===== config.mk =====
export PLATFORM = sky130hd
export DESIGN_NAME = lm_multicycle_ctrl_flat
export DESIGN_NICKNAME = d
export VERILOG_FILES = /design/src/rtl/lm_ctrl_pkg.sv /design/src/rtl/lm_multicycle_ctrl_if.sv /design/src/rtl/lm_opcode_classify.sv /design/src/rtl/lm_multicycle_ctrl.sv /design/src/flat_wrapper.sv
export SDC_FILE = /design/constraint.sdc
export NUM_CORES = 1
export LEC_CHECK = 0
export CAP_MARGIN = 25
export CORE_MARGIN = 2
export CORE_UTILIZATION = 52
export DETAILED_ROUTE_END_ITERATION = 6
export DONT_BUFFER_PORTS = 1
export PLACE_DENSITY = 0.76
export SYNTH_ARGS = -nofsm -noshare
export SYNTH_HDL_FRONTEND = slang
export SYNTH_SLANG_ARGS = --single-unit

===== constraint.sdc =====
create_clock -name clk -period 1.8 [get_ports clk]
set_input_delay 0.54 -clock clk [delete_from_list [all_inputs] [get_ports clk]]
set_output_delay 0.54 -clock clk [all_outputs]
set_load 0.02 [all_outputs]

===== src/rtl/lm_ctrl_pkg.sv =====
// Shared LEGv8 control definitions: FSM state codes, instruction classes and
// opcode match constants (value/mask pairs), also used by the single-cycle decoder.
package lm_ctrl_pkg;

  typedef enum logic [2:0] {
    RST_S  = 3'd0,
    FETCH  = 3'd1,
    DECODE = 3'd2,
    EXEC   = 3'd3,
    MEM    = 3'd4,
    WB     = 3'd5,
    TRAP   = 3'd6
  } state_t;

  typedef enum logic [2:0] {
    CLS_R, CLS_LD, CLS_ST, CLS_CBZ, CLS_CBNZ, CLS_B, CLS_IMM, CLS_ILL
  } iclass_t;

  localparam int WAIT_W = 8;

  // Values are pre-masked so a match is simply (op & mask) == val.
  localparam logic [10:0] OP_R_VAL    = 11'b10001010000;
  localparam logic [10:0] OP_R_MASK   = 11'b10011110111;
  localparam logic [10:0] OP_LDUR     = 11'b11111000010;
  localparam logic [10:0] OP_STUR     = 11'b11111000000;
  localparam logic [10:0] OP_CBZ_VAL  = 11'b10110100000;
  localparam logic [10:0] OP_CBNZ_VAL = 11'b10110101000;
  localparam logic [10:0] OP_CB_MASK  = 11'b11111111000;
  localparam logic [10:0] OP_B_VAL    = 11'b00010100000;
  localparam logic [10:0] OP_B_MASK   = 11'b11111100000;
  localparam logic [10:0] OP_ADDI_VAL = 11'b10010001000;
  localparam logic [10:0] OP_SUBI_VAL = 11'b11010001000;
  localparam logic [10:0] OP_IMM_MASK = 11'b11111111110;

  function automatic logic op_match(logic [10:0] op, logic [10:0] val, logic [10:0] mask);
    return (op & mask) == val;
  endfunction

endpackage


===== src/rtl/lm_multicycle_ctrl_if.sv =====
// Controller <-> datapath/memory bundle: opcode, flags, handshakes and control lines.
interface lm_multicycle_ctrl_if #(
  parameter int OPCODE_W = 11,
  parameter int CNT_W    = 32
);
  logic [OPCODE_W-1:0] opcode;
  logic                zero;
  logic                instr_ready;
  logic                mem_ready;
  logic                instr_req, IRWrite, PCWrite, PCSrc;
  logic                Reg2Loc, ALUSrc, MemtoReg, RegWrite, MemRead, MemWrite;
  logic                Branch, ALUOp1, ALUOp0, Uncond;
  logic                illegal, timeout;
  logic [CNT_W-1:0]    retired;
  logic [2:0]          state;

  modport master (
    input  opcode, zero, instr_ready, mem_ready,
    output instr_req, IRWrite, PCWrite, PCSrc, Reg2Loc, ALUSrc, MemtoReg,
           RegWrite, MemRead, MemWrite, Branch, ALUOp1, ALUOp0, Uncond,
           illegal, timeout, retired, state
  );

  modport slave (
    output opcode, zero, instr_ready, mem_ready,
    input  instr_req, IRWrite, PCWrite, PCSrc, Reg2Loc, ALUSrc, MemtoReg,
           RegWrite, MemRead, MemWrite, Branch, ALUOp1, ALUOp0, Uncond,
           illegal, timeout, retired, state
  );
endinterface


===== src/rtl/lm_opcode_classify.sv =====
// Combinational opcode -> instruction class; ADDI/SUBI fold into CLS_IMM with imm_sub.
module lm_opcode_classify
  import lm_ctrl_pkg::*;
#(
  parameter int OPCODE_W = 11,
  parameter int EN_IMM   = 1
) (
  input  logic [OPCODE_W-1:0] opcode,
  output iclass_t             cls,
  output logic                imm_sub
);

  always_comb begin
    cls     = CLS_ILL;
    imm_sub = 1'b0;
    if (op_match(opcode, OP_R_VAL, OP_R_MASK))                      cls = CLS_R;
    else if (op_match(opcode, OP_LDUR, 11'h7ff))                    cls = CLS_LD;
    else if (op_match(opcode, OP_STUR, 11'h7ff))                    cls = CLS_ST;
    else if (op_match(opcode, OP_CBZ_VAL, OP_CB_MASK))              cls = CLS_CBZ;
    else if (op_match(opcode, OP_CBNZ_VAL, OP_CB_MASK))             cls = CLS_CBNZ;
    else if (op_match(opcode, OP_B_VAL, OP_B_MASK))                 cls = CLS_B;
    else if ((EN_IMM != 0) && op_match(opcode, OP_ADDI_VAL, OP_IMM_MASK)) cls = CLS_IMM;
    else if ((EN_IMM != 0) && op_match(opcode, OP_SUBI_VAL, OP_IMM_MASK)) begin
      cls     = CLS_IMM;
      imm_sub = 1'b1;
    end
  end

endmodule


===== src/rtl/lm_multicycle_ctrl.sv =====
// Multi-cycle LEGv8 control unit: fetch/decode/exec/mem/wb sequencing with
// memory-ready timeout, illegal-opcode trap and retired-instruction counter.
//
// state  | meaning
// RST_S  | reset, leaves on first edge after rst drops
// FETCH  | instr_req high, waits instr_ready (loads IR, PC+4)
// DECODE | classify opcode, latch class
// EXEC   | ALU controls; branches resolve and retire here
// MEM    | data access, waits mem_ready
// WB     | register write-back, retires
// TRAP   | illegal opcode or timeout, held until rst
module lm_multicycle_ctrl
  import lm_ctrl_pkg::*;
#(
  parameter int OPCODE_W = 11,
  parameter int TIMEOUT  = 16,
  parameter int CNT_W    = 32,
  parameter int EN_IMM   = 1
) (
  input  logic                  clk,
  input  logic                  rst,
  lm_multicycle_ctrl_if.master  bus
);

  state_t              state_q, state_d;
  iclass_t             cls_d, cls_q;
  logic                sub_d, sub_q;
  logic [WAIT_W-1:0]   wait_q;
  logic [CNT_W-1:0]    retired_q;
  logic                illegal_q, timeout_q;
  logic                retire, set_ill, set_tmo, wait_last, taken;

  lm_opcode_classify #(.OPCODE_W(OPCODE_W), .EN_IMM(EN_IMM)) u_classify (
    .opcode  (bus.opcode),
    .cls     (cls_d),
    .imm_sub (sub_d)
  );

  assign wait_last = (wait_q == WAIT_W'(TIMEOUT - 1));
  assign taken     = bus.zero ^ (cls_q == CLS_CBNZ);

  always_ff @(posedge clk or posedge rst) begin
    if (rst) begin
      state_q   <= RST_S;
      cls_q     <= CLS_ILL;
      sub_q     <= 1'b0;
      wait_q    <= '0;
      retired_q <= '0;
      illegal_q <= 1'b0;
      timeout_q <= 1'b0;
    end else begin
      state_q <= state_d;
      if (state_q == DECODE) begin
        cls_q <= cls_d;
        sub_q <= sub_d;
      end
      // Staying in FETCH/MEM can only mean the ready has not arrived yet.
      if (state_d != state_q)                      wait_q <= '0;
      else if (state_q == FETCH || state_q == MEM) wait_q <= wait_q + WAIT_W'(1);
      if (retire)  retired_q <= retired_q + CNT_W'(1);
      if (set_ill) illegal_q <= 1'b1;
      if (set_tmo) timeout_q <= 1'b1;
    end
  end

  always_comb begin
    state_d      = state_q;
    retire       = 1'b0;
    set_ill      = 1'b0;
    set_tmo      = 1'b0;
    bus.instr_req = 1'b0;
    bus.IRWrite  = 1'b0;
    bus.PCWrite  = 1'b0;
    bus.PCSrc    = 1'b0;
    bus.Reg2Loc  = 1'b0;
    bus.ALUSrc   = 1'b0;
    bus.MemtoReg = 1'b0;
    bus.RegWrite = 1'b0;
    bus.MemRead  = 1'b0;
    bus.MemWrite = 1'b0;
    bus.Branch   = 1'b0;
    bus.ALUOp1   = 1'b0;
    bus.ALUOp0   = 1'b0;
    bus.Uncond   = 1'b0;
    case (state_q)
      RST_S: state_d = FETCH;
      FETCH: begin
        bus.instr_req = 1'b1;
        if (bus.instr_ready) begin
          bus.IRWrite = 1'b1;
          bus.PCWrite = 1'b1;
          state_d     = DECODE;
        end else if (wait_last) begin
          state_d = TRAP;
          set_tmo = 1'b1;
        end
      end
      DECODE: begin
        if (cls_d == CLS_ILL) begin
          state_d = TRAP;
          set_ill = 1'b1;
        end else begin
          state_d = EXEC;
        end
      end
      EXEC: begin
        state_d = WB;
        case (cls_q)
          CLS_R:  {bus.ALUOp1, bus.ALUOp0} = 2'b10;
          CLS_LD: begin bus.ALUSrc = 1'b1; state_d = MEM; end
          CLS_ST: begin bus.ALUSrc = 1'b1; bus.Reg2Loc = 1'b1; state_d = MEM; end
          CLS_IMM: begin
            bus.ALUSrc = 1'b1;
            {bus.ALUOp1, bus.ALUOp0} = sub_q ? 2'b10 : 2'b00;
          end
          CLS_CBZ, CLS_CBNZ: begin
            {bus.ALUOp1, bus.ALUOp0} = 2'b01;
            bus.Reg2Loc = 1'b1;
            bus.Branch  = 1'b1;
            bus.PCWrite = taken;
            bus.PCSrc   = taken;
            state_d     = FETCH;
            retire      = 1'b1;
          end
          CLS_B: begin
            {bus.ALUOp1, bus.ALUOp0} = 2'b01;
            bus.Uncond  = 1'b1;
            bus.PCWrite = 1'b1;
            bus.PCSrc   = 1'b1;
            state_d     = FETCH;
            retire      = 1'b1;
          end
          default: state_d = TRAP;
        endcase
      end
      MEM: begin
        bus.ALUSrc   = 1'b1;
        bus.MemRead  = (cls_q == CLS_LD);
        bus.MemWrite = (cls_q == CLS_ST);
        if (bus.mem_ready) begin
          if (cls_q == CLS_LD) begin
            state_d = WB;
          end else begin
            state_d = FETCH;
            retire  = 1'b1;
          end
        end else if (wait_last) begin
          state_d = TRAP;
          set_tmo = 1'b1;
        end
      end
      WB: begin
        bus.RegWrite = 1'b1;
        bus.MemtoReg = (cls_q == CLS_LD);
        state_d      = FETCH;
        retire       = 1'b1;
      end
      TRAP:    state_d = TRAP;
      default: state_d = RST_S;
    endcase
  end

  assign bus.state   = state_q;
  assign bus.retired = retired_q;
  assign bus.illegal = illegal_q;
  assign bus.timeout = timeout_q;

endmodule

===== src/flat_wrapper.sv =====
// flat-port wrapper written by rule: the top's interface ports become plain ports
module lm_multicycle_ctrl_flat import lm_ctrl_pkg::*;
#(
  parameter int OPCODE_W = 11,
  parameter int TIMEOUT  = 16,
  parameter int CNT_W    = 32,
  parameter int EN_IMM   = 1
)
  (clk, rst, bus_opcode, bus_zero, bus_instr_ready, bus_mem_ready, bus_instr_req, bus_IRWrite, bus_PCWrite, bus_PCSrc, bus_Reg2Loc, bus_ALUSrc, bus_MemtoReg, bus_RegWrite, bus_MemRead, bus_MemWrite, bus_Branch, bus_ALUOp1, bus_ALUOp0, bus_Uncond, bus_illegal, bus_timeout, bus_retired, bus_state);
  lm_multicycle_ctrl_if #(.OPCODE_W(OPCODE_W), .CNT_W(CNT_W)) bus_i ();
  input  logic clk;
  input  logic rst;
  input wire logic [$bits(bus_i.opcode)-1:0] bus_opcode;
  input wire logic [$bits(bus_i.zero)-1:0] bus_zero;
  input wire logic [$bits(bus_i.instr_ready)-1:0] bus_instr_ready;
  input wire logic [$bits(bus_i.mem_ready)-1:0] bus_mem_ready;
  output wire logic [$bits(bus_i.instr_req)-1:0] bus_instr_req;
  output wire logic [$bits(bus_i.IRWrite)-1:0] bus_IRWrite;
  output wire logic [$bits(bus_i.PCWrite)-1:0] bus_PCWrite;
  output wire logic [$bits(bus_i.PCSrc)-1:0] bus_PCSrc;
  output wire logic [$bits(bus_i.Reg2Loc)-1:0] bus_Reg2Loc;
  output wire logic [$bits(bus_i.ALUSrc)-1:0] bus_ALUSrc;
  output wire logic [$bits(bus_i.MemtoReg)-1:0] bus_MemtoReg;
  output wire logic [$bits(bus_i.RegWrite)-1:0] bus_RegWrite;
  output wire logic [$bits(bus_i.MemRead)-1:0] bus_MemRead;
  output wire logic [$bits(bus_i.MemWrite)-1:0] bus_MemWrite;
  output wire logic [$bits(bus_i.Branch)-1:0] bus_Branch;
  output wire logic [$bits(bus_i.ALUOp1)-1:0] bus_ALUOp1;
  output wire logic [$bits(bus_i.ALUOp0)-1:0] bus_ALUOp0;
  output wire logic [$bits(bus_i.Uncond)-1:0] bus_Uncond;
  output wire logic [$bits(bus_i.illegal)-1:0] bus_illegal;
  output wire logic [$bits(bus_i.timeout)-1:0] bus_timeout;
  output wire logic [$bits(bus_i.retired)-1:0] bus_retired;
  output wire logic [$bits(bus_i.state)-1:0] bus_state;
  assign bus_i.opcode = bus_opcode;
  assign bus_i.zero = bus_zero;
  assign bus_i.instr_ready = bus_instr_ready;
  assign bus_i.mem_ready = bus_mem_ready;
  assign bus_instr_req = bus_i.instr_req;
  assign bus_IRWrite = bus_i.IRWrite;
  assign bus_PCWrite = bus_i.PCWrite;
  assign bus_PCSrc = bus_i.PCSrc;
  assign bus_Reg2Loc = bus_i.Reg2Loc;
  assign bus_ALUSrc = bus_i.ALUSrc;
  assign bus_MemtoReg = bus_i.MemtoReg;
  assign bus_RegWrite = bus_i.RegWrite;
  assign bus_MemRead = bus_i.MemRead;
  assign bus_MemWrite = bus_i.MemWrite;
  assign bus_Branch = bus_i.Branch;
  assign bus_ALUOp1 = bus_i.ALUOp1;
  assign bus_ALUOp0 = bus_i.ALUOp0;
  assign bus_Uncond = bus_i.Uncond;
  assign bus_illegal = bus_i.illegal;
  assign bus_timeout = bus_i.timeout;
  assign bus_retired = bus_i.retired;
  assign bus_state = bus_i.state;
  lm_multicycle_ctrl #(.OPCODE_W(OPCODE_W), .TIMEOUT(TIMEOUT), .CNT_W(CNT_W), .EN_IMM(EN_IMM)) u_core (.clk(clk), .rst(rst), .bus(bus_i));
endmodule

==> qor.csv <==
metric,value,unit
via count,2747,
Congestion Overflow GR,0,
clk buf depth,2,
# port buffers,0,
GR Util All Layers,0.289,
final wirelength,9430,µm
Pins Over Slew Limit,0,
final hold vios,0,
Post-Syn Area,2840,µm²
leakage power,1.83,nW
largest net degree at the start of global routing,50,
Gate Count Post-Synth,287,
grt met1 use,0.343,
post-DP HPWL,5330,µm
Hold Path Class,in2async,
first-pass GRT wire length,13900,µm
root buffer cell,clkbuf_8,
unrepaired setup endpoints after global routing,true,
GP Congestion,0.887,
initial DRC count,156,
Synth area leader,dfrtp_1,
number of fill cells,266,
VDD IR max,0.834,mV
max-cap violations,0,
period utilisation layout,1.22,
CTS Hold Bufs,0,
vias per inst,5.98,
first-pass detailed-route iteration total,4,
Starting Density,0.548,
Remaining DRCs,0,
cell area power density,1260,nW/µm²
setup violators final,54,
fin nets,406,
antenna violations before repair,0,
Synth Flop Type,dfrtp_1,
M2 GR Usage,0.497,
die footprint,6060,µm²
Post-Place Setup Slack,-0.192,ns
Post-synth EDFFs,0,
status,"finished, violations left",
core area,5170,µm²
std cell rows,26,
Setup WS post-layout,-0.403,ns
synth unique cells,63,
Final ANT Viol Nets,0,
Fmax,454,MHz
worst hold slack,0.159,ns
total power,5.44,mW
post-route minimum period,2.20,ns
clock buffer count from CTS,5,
worst skew pair latency,0.30,ns
# diodes,0,
# IOs,67,
TritonCTS clock tree,done,
Worst Tran Pin Value,0.594,ns
clock slew at reported path FFs,0.09,ns
Die H,77.9,µm
Area Growth Syn to Fin,52.7,%
post-DR wirelength/cell,20.5,µm
Seq cells post-synth,49,
vias in the first global route,2912,
"Data required, critical path",1.26,ns
CP Capture Type,primary output,
critical path launch point type,register,
critical path arrival,1.66,ns
global routing's busiest layer,met2,
share of cells above drive strength 1,0.550,
Slew headroom,0.603,
Die X-Extent,77.9,µm
crit path kind,reg2out,
routing usage on met3,0.0686,
# clock sinks,49,
Mapped Nets,305,
"Seq/Total Area, Yosys",0.434,
ys async rst share,1.00,
synth top area cells,"dfrtp_1 41%, xnor2_1 9.9%, nand3_1 3.0%",
failing checks,setup timing,
YS warnings,0,
Critical Path Fanout Max,3,
H-tree Lvls,2,
Worst Skew,0.00663,ns
post-synth top area share,0.406,
"Avg Cell Area, Syn",9.88,µm²
[sequential cells by signal, indices dropped and copies added, names as in the netlist]
signal and cells:
u_core.bus.retired 32, u_core.wait_q 8, u_core.bus.state 3, u_core.cls_q 3, u_core.bus.illegal 1, u_core.bus.timeout 1
u_core.sub_q 1
[per-layer routing]
metal,vias to the layer above,wire length [µm]
met5,-,0
met4,0,354
met3,33,597
met2,123,4910
met1,1356,3570
li1,1235,-
[layout make-up]
cell class              instances  area, µm²  share of cell area
repair buffers                103        887               0.205
clock buffers                   7       86.3              0.0199
flip-flops and latches         49       1240               0.287
multi-input cells             219       1960               0.451
clock inverters                 1       30.0             0.00693
well taps                      70       87.6              0.0202
inverters                      10       40.0             0.00924
[power by group]
part | leakage (nW) | internal (mW) | switching (mW) | total (mW)
sequential | 0.615 | 1.28 | 0.228 | 1.51
clock | 0.0585 | 0.454 | 0.364 | 0.817
combinational | 1.16 | 1.50 | 1.62 | 3.12
[synth_stat cells, types with 2 or more instances]
library cell	n
a211oi_1	2
a21o_1	3
a21oi_1	5
a31o_2	3
a31oi_1	2
a41oi_1	2
and3_1	9
and3b_1	3
and4_1	2
and4_2	2
buf_2	6
clkbuf_1	2
dfrtp_1	46
dfstp_2	3
ha_1	2
inv_1	9
nand2_1	18
nand2b_1	7
nand3_1	17
nand3b_1	2
nand4_1	9
nand4b_1	2
nand4bb_1	2
nor2_1	16
nor2b_1	5
nor3_1	12
nor3b_1	3
nor4_1	8
o21ai_0	9
o221ai_1	2
or2_2	4
xnor2_1	32
xor2_1	8
[worst paths after layout]
| kind | start | endpoint | slack (ns) | depth (start not counted) |
|---|---|---|---|---|
| setup / recovery | u_core.cls_q[0] | bus_ALUSrc | -0.40 | 4 |
| hold / removal | rst | u_core.bus.retired[0] | 0.16 | 2 |
| setup reg to reg | u_core.cls_q[2] | u_core.wait_q[4] | -0.39 | 6 |
| hold reg to reg | u_core.sub_q | u_core.sub_q | 0.56 | 1 |
| max in group asynchronous | rst | u_core.cls_q[0] | 1.36 | 2 |
| min in group clk | bus_opcode[9] | u_core.sub_q | 0.38 | 1 |
[repair_timing]
item | in CTS | in global routing
gates resized for setup | 60 | 43
setup endpoints to repair | 49 | 54
cloned | 1 | 0
setup buffers | 14 | 9
pin swaps | 26 | 21
endpoints found under the hold margin | 0 | 0
[kinds of logic after synthesis]
logic type | count (synthesis) | synth area share
AOI/OAI and AO/OA | 40 | 0.105
DFF | 49 | 0.434
and+or+nand+nor | 135 | 0.293
adders and majority gates | 2 | 0.00882
xor gates and xnor gates | 40 | 0.124
buffers and inverters | 19 | 0.0291
muxes | 2 | 0.00750
[stage by stage]
stage               TNS (ns)  instances  instance area [µm²]  utilization
floorplan              -1.03        287                 2930            -
global placement       -1.55        427                 3560        0.689
detailed placement     -3.84        427                 3560        0.689
CTS                    -8.55        450                 4030        0.780
global route          -15.22        459                 4330        0.837
finish                -12.76        459                 4330        0.837
[layout by cell type (no fill, tap or decap), drive strengths merged, types with 3 or more instances in the layout]
cell	count
a21oi	6
nor3	12
a21o	3
and3b	3
a41oi	3
nand2b	7
nand3	18
clkbuf	7
nor2b	5
xor2	8
nor2	16
and3	10
dfstp	3
or2	4
and2	3
inv	10
nand2	18
dfrtp	46
nor4	9
buf	103
nand4	10
o21ai	11
nor3b	3
and4	4
xnor2	32
a31o	3
[critical path, stage by stage, from the launching register on]
cell and delay (ns):
dfstp_2 0.55, or3b_4 0.39, buf_6 0.14, a21o_1 0.16, nand2_2 0.12
Note: power is estimated with default switching activity, not from simulation.
